[src/rtl/ram_dp_param.sv]
// Dual-port (one write, one read) register-file RAM with registered read data,
// per-entry written tracking, write-first bypass and a sticky range-error flag.
module ram_dp_param #(
  parameter int unsigned DATA_WIDTH = 4,
  parameter int unsigned DEPTH      = 8,
  parameter int unsigned ADDR_WIDTH = 3
) (
  input  logic                  clk,
  input  logic                  reset_L,
  input  logic                  enable,
  input  logic                  wr_en,
  input  logic [ADDR_WIDTH-1:0] addr_in,
  input  logic [DATA_WIDTH-1:0] data_in,
  input  logic                  rd_en,
  input  logic [ADDR_WIDTH-1:0] addr_out,
  output logic [DATA_WIDTH-1:0] data_out,
  output logic                  valid_out,
  output logic                  unwritten,
  output logic                  err
);

  // One extra bit so DEPTH == 2**ADDR_WIDTH is representable.
  localparam logic [ADDR_WIDTH:0] LP_DEPTH = (ADDR_WIDTH+1)'(DEPTH);

  logic [DATA_WIDTH-1:0] r_mem [0:DEPTH-1];
  logic [DEPTH-1:0]      r_written;
  logic [DATA_WIDTH-1:0] r_data_out;
  logic                  r_valid_out;
  logic                  r_unwritten;
  logic                  r_err;

  logic                  w_wr_in_range;
  logic                  w_rd_in_range;
  logic                  w_wr_acc;
  logic                  w_rd_acc;
  logic                  w_addr_err;
  logic                  w_bypass;
  logic [DATA_WIDTH-1:0] w_rd_data;
  logic                  w_rd_unwritten;

  // Request qualification.
  always_comb begin
    w_wr_in_range = ({1'b0, addr_in}  < LP_DEPTH);
    w_rd_in_range = ({1'b0, addr_out} < LP_DEPTH);
    w_wr_acc      = enable & wr_en & w_wr_in_range;
    w_rd_acc      = enable & rd_en & w_rd_in_range;
    w_addr_err    = enable & ((wr_en & ~w_wr_in_range) | (rd_en & ~w_rd_in_range));
    w_bypass      = w_wr_acc & (addr_in == addr_out);
  end

  // Read data select: same-edge write wins, never-written entries read as zero.
  always_comb begin
    w_rd_data      = '0;
    w_rd_unwritten = 1'b0;
    if (w_bypass) begin
      w_rd_data = data_in;
    end else if (r_written[addr_out]) begin
      w_rd_data = r_mem[addr_out];
    end else begin
      w_rd_unwritten = 1'b1;
    end
  end

  // Storage is not reset; the written bits hide stale contents.
  always_ff @(posedge clk) begin
    if (w_wr_acc) begin
      r_mem[addr_in] <= data_in;
    end
  end

  always_ff @(posedge clk or negedge reset_L) begin
    if (!reset_L) begin
      r_written   <= '0;
      r_data_out  <= '0;
      r_valid_out <= 1'b0;
      r_unwritten <= 1'b0;
      r_err       <= 1'b0;
    end else begin
      if (w_wr_acc) begin
        r_written[addr_in] <= 1'b1;
      end
      r_valid_out <= w_rd_acc;
      if (w_rd_acc) begin
        r_data_out  <= w_rd_data;
        r_unwritten <= w_rd_unwritten;
      end
      if (w_addr_err) begin
        r_err <= 1'b1;
      end
    end
  end

  assign data_out  = r_data_out;
  assign valid_out = r_valid_out;
  assign unwritten = r_unwritten;
  assign err       = r_err;

endmodule

[config.mk]
export PLATFORM = sky130hd
export DESIGN_NAME = ram_dp_param
export DESIGN_NICKNAME = d
export VERILOG_FILES = /design/src/rtl/ram_dp_param.sv
export SDC_FILE = /design/constraint.sdc
export NUM_CORES = 1
export LEC_CHECK = 0
export ABC_CLOCK_PERIOD_IN_PS = 1750
export BUFFER_PORTS_ARGS = -buffer_cell sky130_fd_sc_hd__buf_2
export CAP_MARGIN = 20
export CORE_MARGIN = 3
export CORE_UTILIZATION = 51
export DETAILED_ROUTE_END_ITERATION = 10
export GPL_ROUTABILITY_DRIVEN = 1
export GPL_TIMING_DRIVEN = 0
export MAX_ROUTING_LAYER = met4
export PLACE_DENSITY = 0.74
export SLEW_MARGIN = 20
export SYNTH_ARGS = -nofsm -noshare
export SYNTH_HDL_FRONTEND = slang
export SYNTH_SLANG_ARGS = --single-unit
[constraint.sdc]
create_clock -name clk -period 1.75 [get_ports clk]
set_input_delay 0.0875 -clock clk [delete_from_list [all_inputs] [get_ports clk]]
set_output_delay 0.0875 -clock clk [all_outputs]
set_load 0.005 [all_outputs]
# Word level (Yosys, flattened, before mapping)
# Memory sizes are Yosys's and may differ from the RTL's.
# Cells that the tools add are included.
# W data, S select, Z words.
# totals
register_bits,14
ramBits,32
input_bits,15
output_inout_bits,7
elab_cells,24
memories,1
# op_classes
magnitude_cmp,3
eq_ne,1
mux,10
n_bitwise,4
n_reduce_logical,1
# mem_list
memory,depth,width,read_ports,rd_ports_with_merged_regs,wr,line,text
r_mem,8,4,1,0,1,25,logic [DATA_WIDTH-1:0] r_mem [0:DEPTH-1];
# ops
op,n
$lt A3 B4 Y1 const B,2
$mux W4,2
$or A8 B8 Y8,1
$mux W1,6
$and A1 B1 Y1,3
$bmux W1 S3,1
$demux W1 S3,1
$eq A3 B3 Y1,1
$ge A3 B1 Y1 const B,1
$logic_and A1 B1 Y1,1

# Depth between registers and ports, before layout
# Gate-level depths: netlist (run 1).
# depth
word_depth,5
depth_mapped,5
ltp_nobuf,4

# Least setup slack after synthesis (run 1)
# No wires, ideal clock.
# synth_path
path_type,register to register
start,register r_written[7]
end,"register r_data_out[0], in the netlist data_out[0]"
setup_ps,127
arrival_time_ps,1219
required_time_ps,1623
path_slack_ps,403
path_stages_with_launch,5
n_path_buf,0
synth_period_minus_slack_ps,1347
cell_sequence,dfrtp_1 -> mux4_2 -> mux2i_1 -> or3_4 -> o211ai_2
# synth_between
elab_chain_cells,4
# synth_lines
item,line,text
start: declaration,26,logic [DEPTH-1:0] r_written;
start signal: assignment,73,r_written <= '0;
start signal: indexed assignment,80,r_written[addr_in] <= 1'b1;
$bmux W1 S3,57,end else if (r_written[addr_out]) begin
$mux W1 (not written as such),57,
$mux W4,57,
$mux W4,55,if (w_bypass) begin
end signal: assignment,84,r_data_out <= w_rd_data;
end: declaration,27,logic [DATA_WIDTH-1:0] r_data_out;
# No other way between the ends. The select of a mux whose other input is x is not followed.
# A chain may end at the register's enable or synchronous reset.

# Worst setup path in the final report (run 1)
# layout_path
start,register r_written[6]
end,"register r_data_out[2], in the netlist data_out[2]"
# Same word-level chain as after synthesis.

==> key figures, run 1 <==
Timing
  • Crit path time final: 1.54 ns
  • Final count of negative-setup-slack endpoints: 0
  • Period utilization: 87.9%
  • Pins Over Slew Limit: 0
  • Final hold vios: 0
  • Worst slew pin tran: 0.962 ns
  • Clk_skew: 0.00564 ns
  • Slew Limit Headroom: 35.4%
  • RSZ-0062 raised after global routing: false
  • WHS: 0.0905 ns
  • Max Fclk: 0.650 GHz

Worst setup path
  • CP Data Required Time: 1.93 ns
  • Worst path arrival time: 1.72 ns
  • CP Launch Point: r_written[6]
  • Crit path cell chain: mux4_2 -> mux2i_1 -> or3_4 -> o211ai_2
  • Crit Path Category: reg -> reg
  • Crit end category: flop
  • Worst reg2reg startpoint: r_written[6]
  • Slowest CP cell: mux4_2
  • Max stage delay on crit path: 0.48 ns
  • CP Max Fanout: 4
  • Type of origin of the critical path: flop

Global routing
  • GRT Residual Overflow: 0
  • First-pass GRT wire length: 5330 um
  • Largest net degree at the start of global routing: 15
  • Number of global-route vias before repair: 1026
  • GRT Overall Usage: 17.6%
  • Initial antenna violation count: 0

Logic synthesis
  • Unique masters post-synth: 24
  • Post-synth top flop: edfxtp_1
  • Top-area cell type share of the netlist area: 49.9%
  • Seq/Total Area, Yosys: 68.1%
  • Count leader, synth: edfxtp_1
  • Mean area per synthesized cell: 17.7 sq um
  • Synth Instances: 109
  • Yosys synthesis warning count: 0
  • Top post-synthesis cells by count: 32 x edfxtp_1, 14 x dfrtp_1, 9 x nor2_1, 9 x or2_2, 6 x mux4_1
  • Syn nets: 124
  • Post-Syn Area: 0.00193 sq mm
  • Yosys reg bits: 46
  • Cell accounting for the most synthesized area: edfxtp_1
  • Number of synthesized flops with an enable pin: 32
  • Synth top area cells: edfxtp_1 50%, dfrtp_1 18%, mux4_1 8.2%, mux4_2 4.7%, or2_2 2.9%
  • Fraction of registers with async set/reset: 30.4%

Clock network
  • Inserted Clock Buffers: 5
  • Max Buffers Root-to-Sink: 2
  • Post-cts resize count: 0
  • Worst-skew pair later-pin latency: 0.29 ns
  • Hold-fix buffers, CTS: 1
  • Worst-path clk slew: 0.08 ns
  • CTS Sinks: 46
  • CTS HTree Levels: 2
  • CTS tree: built
  • Clk Tree Root Cell: clkbuf_8
  • Postcts setup bufs: 0

Layout
  • Share of post-route cells with drive strength above 1: 36.0%
  • Core Util, Final: 62.8%
  • Final nets: 150
  • Cell Count, Final, Fillers Out: 182
  • Area Growth Syn to Fin: 13.9%
  • N_diodes: 0

Route
  • Vias/cell: 5.81
  • Routed Antenna Nets: 0
  • Total number of vias: 1057
  • Final WL: 3490 um
  • # DRC: 0
  • Drt first pass iters: 7
  • Wire per inst: 19.1 um
  • DR iter-0 viols: 110

Pwr
  • Total Power: 2.27 mW
  • Register share of total power: 55.7%
  • Combinational Power Share: 10.8%
  • Clock share of power: 33.4%
  • Lkg Pwr: 0.824 nW
  • PD cells: 1040 mW/mm^2
  • Maximum VDD drop: 0.000518 V
  • NetSw: 0.481 mW
  • Sw frac: 21.2%
  • Int Power: 1.79 mW

Floorplanning
  • # rows: 21
  • # IOs: 22
  • Die area: 0.00455 sq mm
  • Core area: 0.00349 sq mm
  • Initial Util: 55.1%
  • Die Wd: 67.5 um
  • Die height: 67.5 um

Worst hold path
  • HP Class: in -> reg
  • Hold path start: data_in[2]

Placed design
  • Dpl cells: 173
  • GPL Wtd Cong: 0.746
  • I/O Buffers: 18
  • HPWL Detailed: 2570 um

Flow run
  • Max Cap Violations: 0

Run status
  • Status: completed
## registers in the layout (all words and copies together) (netlist names)
signal     cells
data_out       4
unwritten      1
r_mem         32
valid_out      1
r_written      8
## layer usage
layer | vias up | GRT usage (%) | part of all wire, %
li1 | 467 | - | -
met1 | 530 | 21.6 | 41
met2 | 51 | 26.9 | 50
met3 | 9 | 4.83 | 6.5
met4 | 0 | 9.11 | 2.4
met5 | - | - | 0
## critical path, delay by kind of cell (launching register included)
family / cells / cell delay (ns)
and+or+nand+nor: 1 / 0.22
muxes: 2 / 0.73
AOI/OAI and AO/OA: 1 / 0.09
DFF: 1 / 0.39
## logic make-up (layout without fill, tap and decap cells)
family / count (synthesis) / in the layout / synth area share, %
AOI/OAI and AO/OA: 7 / 7 / 3.64
buffers and inverters: 5 / 32 / 2.47
muxes: 15 / 15 / 15.5
xor gates and xnor gates: 3 / 3 / 1.36
DFF: 46 / 46 / 68.1
other: 1 / 1 / 0.195
and+or+nand+nor: 32 / 32 / 8.83
## cells in the final DEF, fill, tap and decap left out
cell type / synthesis / routed
nand2_1: 5 / 5
clkbuf_1: 0 / 1
mux4_2: 4 / 4
or2_2: 9 / 9
edfxtp_1: 32 / 32
buf_4: 1 / 1
nor2_1: 9 / 9
o22ai_2: 2 / 2
a21oi_1: 2 / 2
nand2b_1: 2 / 2
inv_1: 1 / 1
o211ai_2: 2 / 2
dlygate4sd3_1: 0 / 1
nand3_1: 3 / 3
xor2_1: 3 / 3
nor4_2: 1 / 1
mux2i_1: 5 / 5
buf_12: 1 / 1
clkinvlp_4: 0 / 1
buf_6: 1 / 1
buf_2: 1 / 19
conb_1: 1 / 1
dfrtp_1: 14 / 14
mux4_1: 6 / 6
nor3_1: 2 / 2
or3_4: 1 / 1
clkbuf_8: 0 / 5
bufinv_16: 0 / 1
a22o_2: 1 / 1
## power groups by stage
stage | Combinational (mW) | Clock, mW | Sequential [mW]
2_1_floorplan | 0.155 | 0 | 1.29
3_3_place_gp | 0.235 | 0 | 1.29
3_5_place_dp | 0.246 | 0 | 1.29
4_1_cts | 0.249 | 0.774 | 1.27
5_1_grt | 0.267 | 0.820 | 1.27
6_report | 0.247 | 0.760 | 1.27
## cell type report
cell class | instances | area, sq um
inverter | 1 | 3.75
buffer | 4 | 43.8
sequential | 46 | 1310
multi-input combinational | 58 | 568
timing repair buffer | 19 | 100
fill | 235 | 1300
clock buffer | 6 | 72.6
clock inverter | 2 | 37.5
tap | 46 | 57.6
## path summary, 6_finish.rpt
kind,to,slack (ns),cells after the start
setup reg to reg,data_out[2],0.21,4
setup / recovery,data_out[2],0.21,4
max in group asynchronous,r_written[3],1.30,2
hold reg to reg,r_written[1],0.47,1
hold / removal,r_mem[4][2],0.09,1
min in group asynchronous,data_out[3],0.21,2
## stage by stage
stage	worst slack [ns]	instance area [sq um]	setup TNS [ns]
after floorplan	0.403	1930	0
after global placement	0.0941	2070	0
after detailed placement	-0.00305	2070	-0.0117
after CTS	0.223	2190	0
after global routing	0.169	2190	0
final	0.211	2190	0
Power figures use the tool's default switching activity.
==> inputs of run 2 (changes only) <==
--- a/config.mk
+++ b/config.mk
@@ -8,13 +8,15 @@
 export ABC_CLOCK_PERIOD_IN_PS = 1750
 export BUFFER_PORTS_ARGS = -buffer_cell sky130_fd_sc_hd__buf_2
 export CAP_MARGIN = 20
-export CORE_MARGIN = 3
+export CORE_MARGIN = 2
 export CORE_UTILIZATION = 51
 export DETAILED_ROUTE_END_ITERATION = 10
 export GPL_ROUTABILITY_DRIVEN = 1
 export GPL_TIMING_DRIVEN = 0
+export HOLD_SLACK_MARGIN = 0.03
 export MAX_ROUTING_LAYER = met4
 export PLACE_DENSITY = 0.74
+export REMOVE_ABC_BUFFERS = 1
 export SLEW_MARGIN = 20
 export SYNTH_ARGS = -nofsm -noshare
 export SYNTH_HDL_FRONTEND = slang
==> key figures, run 2 (synthesized netlist as in run 1, its figures left out) <==
Run status
  • Status: completed (unchanged)

Timing
  • Final count of negative-setup-slack endpoints: 0 (unchanged)
  • Max Fclk: 0.680 GHz (was 0.650 GHz)
  • Clk_skew: 0.00622 ns (was 0.00564 ns)
  • Pins Over Slew Limit: 0 (unchanged)
  • Worst slew pin tran: 0.882 ns (was 0.962 ns)
  • RSZ-0062 raised after global routing: false (unchanged)
  • Final hold vios: 0 (unchanged)
  • Final worst slack: 0.280 ns (was 0.211 ns)
  • Slew Limit Headroom: 40.8% (was 35.4%)
  • WHS: 0.0771 ns (was 0.0905 ns)
  • Setup_tns: 0 ns (unchanged)
  • Period utilization: 84.0% (was 87.9%)
  • Crit path time final: 1.47 ns (was 1.54 ns)

Layout
  • Area Growth Syn to Fin: 11.4% (was 13.9%)
  • Most common cell after layout, fill and taps aside: edfxtp_1 (unchanged)
  • Largest register by flop count: r_mem (unchanged)
  • Max reg flops: 32 (unchanged)
  • Final nets: 148 (was 150)
  • Share of post-route cells with drive strength above 1: 35.8% (was 36.0%)
  • N_diodes: 0 (unchanged)
  • Fillers: 298 (was 235)
  • Most frequent cells in the layout: 32 x edfxtp_1, 20 x buf_2, 14 x dfrtp_1 (was 32 x edfxtp_1, 19 x buf_2, 14 x dfrtp_1)

Flow run
  • Max Cap Violations: 0 (unchanged)

Floorplanning
  • Core area: 0.00363 sq mm (was 0.00349 sq mm)
  • # IOs: 22 (unchanged)
  • Die area: 0.00429 sq mm (was 0.00455 sq mm)
  • Die Wd: 65.5 um (was 67.5 um)
  • # rows: 22 (was 21)
  • Die height: 65.5 um (was 67.5 um)
  • Initial Util: 53.0% (was 55.1%)

Global routing
  • GRT Overall Usage: 19.3% (was 17.6%)
  • Number of global-route vias before repair: 1008 (was 1026)
  • Largest net degree at the start of global routing: 15 (unchanged)
  • First-pass GRT wire length: 5510 um (was 5330 um)
  • Initial antenna violation count: 0 (unchanged)
  • GRT Residual Overflow: 0 (unchanged)

Route
  • # DRC: 0 (unchanged)
  • Vias/cell: 5.47 (was 5.81)
  • DR iter-0 viols: 66 (was 110)
  • Routed Antenna Nets: 0 (unchanged)
  • Final WL: 3390 um (was 3490 um)
  • Drt first pass iters: 4 (was 7)
  • Total number of vias: 996 (was 1057)
  • Wire per inst: 18.6 um (was 19.1 um)

Clock network
  • CTS Sinks: 46 (unchanged)
  • Max Buffers Root-to-Sink: 2 (unchanged)
  • Clk Tree Root Cell: clkbuf_8 (unchanged)
  • Worst-path clk slew: 0.08 ns (about the same)
  • Worst-skew pair later-pin latency: 0.30 ns (was 0.29 ns)
  • Inserted Clock Buffers: 5 (unchanged)
  • CTS HTree Levels: 2 (unchanged)
  • Postcts setup bufs: 0 (unchanged)
  • CTS tree: built (unchanged)

Placed design
  • Pre-CTS setup slack: 0.0366 ns (was -0.00305 ns)
  • I/O Buffers: 20 (was 18)
  • GPL Wtd Cong: 0.729 (was 0.746)
  • HPWL Detailed: 2380 um (was 2570 um)

Worst setup path
  • Crit Path Category: reg -> reg (unchanged)
  • Type of origin of the critical path: flop (unchanged)
  • CP top delay family: multiplexers (unchanged)
  • CP Max Fanout: 4 (unchanged)
  • Crit end category: flop (unchanged)
  • Max stage delay on crit path: 0.47 ns (was 0.48 ns)
  • Crit path cell chain: mux4_2 -> mux2i_1 -> or3_4 -> o211ai_2 (unchanged)
  • CP Buf/Inv Count: 0 (unchanged)
  • CP Data Required Time: 1.94 ns (was 1.93 ns)
  • Worst path arrival time: 1.66 ns (was 1.72 ns)
  • Slowest CP cell: mux4_2 (unchanged)

Pwr
  • Lkg Pwr: 0.807 nW (was 0.824 nW)
  • Maximum VDD drop: 0.000590 V (was 0.000518 V)
  • Total Power: 2.17 mW (was 2.27 mW)
  • PD cells: 1010 mW/mm^2 (was 1040 mW/mm^2)

Worst hold path
  • HP Class: in -> reg (unchanged)
==> run 2: cell type report <==
| type | count | area (sq um) | share of cell area [%] |
|---|---|---|---|
| sequential | 46 | 1310 | 61.1 |
| multi-input combinational | 58 | 568 | 26.5 |
| timing repair buffer | 21 | 110 | 5.13 |
| clock buffer | 6 | 82.6 | 3.85 |
| tap | 48 | 60.1 | 2.80 |
| clock inverter | 2 | 11.3 | 0.524 |
| inverter | 1 | 3.75 | 0.175 |
==> run 2: power by group <==
part           total (mW)  switching [mW]  internal (mW)
clock               0.674           0.355          0.319
sequential           1.27          0.0317           1.24
combinational       0.232           0.110          0.122
==> run 2: per-layer routing <==
metal / GRT usage [%] / up-vias / share of wire [%]
met5: - / - / 0
met3: 5.82 / 5 / 5.9
met4: 8.85 / 0 / 1.7
met2: 26.1 / 38 / 46
li1: - / 464 / -
met1: 27.0 / 489 / 46
==> run 2: path summary, 6_finish.rpt <==
check / startpoint / end / slack, ns / cells after the start
hold reg to reg: r_written[4] / r_written[4] / 0.48 / 1
setup reg to reg: r_written[7] / data_out[0] / 0.28 / 4
min in group asynchronous: reset_L / data_out[2] / 0.19 / 2
hold / removal: data_in[3] / r_mem[1][3] / 0.08 / 1
setup / recovery: r_written[7] / data_out[0] / 0.28 / 4
max in group asynchronous: reset_L / valid_out / 1.33 / 2
==> run 2: through the flow <==
step	utilization, %	std cells	area, sq um
2_1_floorplan	-	105	1880
3_3_place_gp	56.2	173	2040
3_5_place_dp	56.2	173	2040
4_1_cts	59.1	182	2150
5_1_grt	59.1	182	2150
6_report	59.1	182	2150
==> run 2: repair_timing <==
| item | CTS | global route |
|---|---|---|
| hold endpoints to repair | 14 | 0 |
| resized for setup | 0 | 0 |
| hold buffers | 1 | 0 |
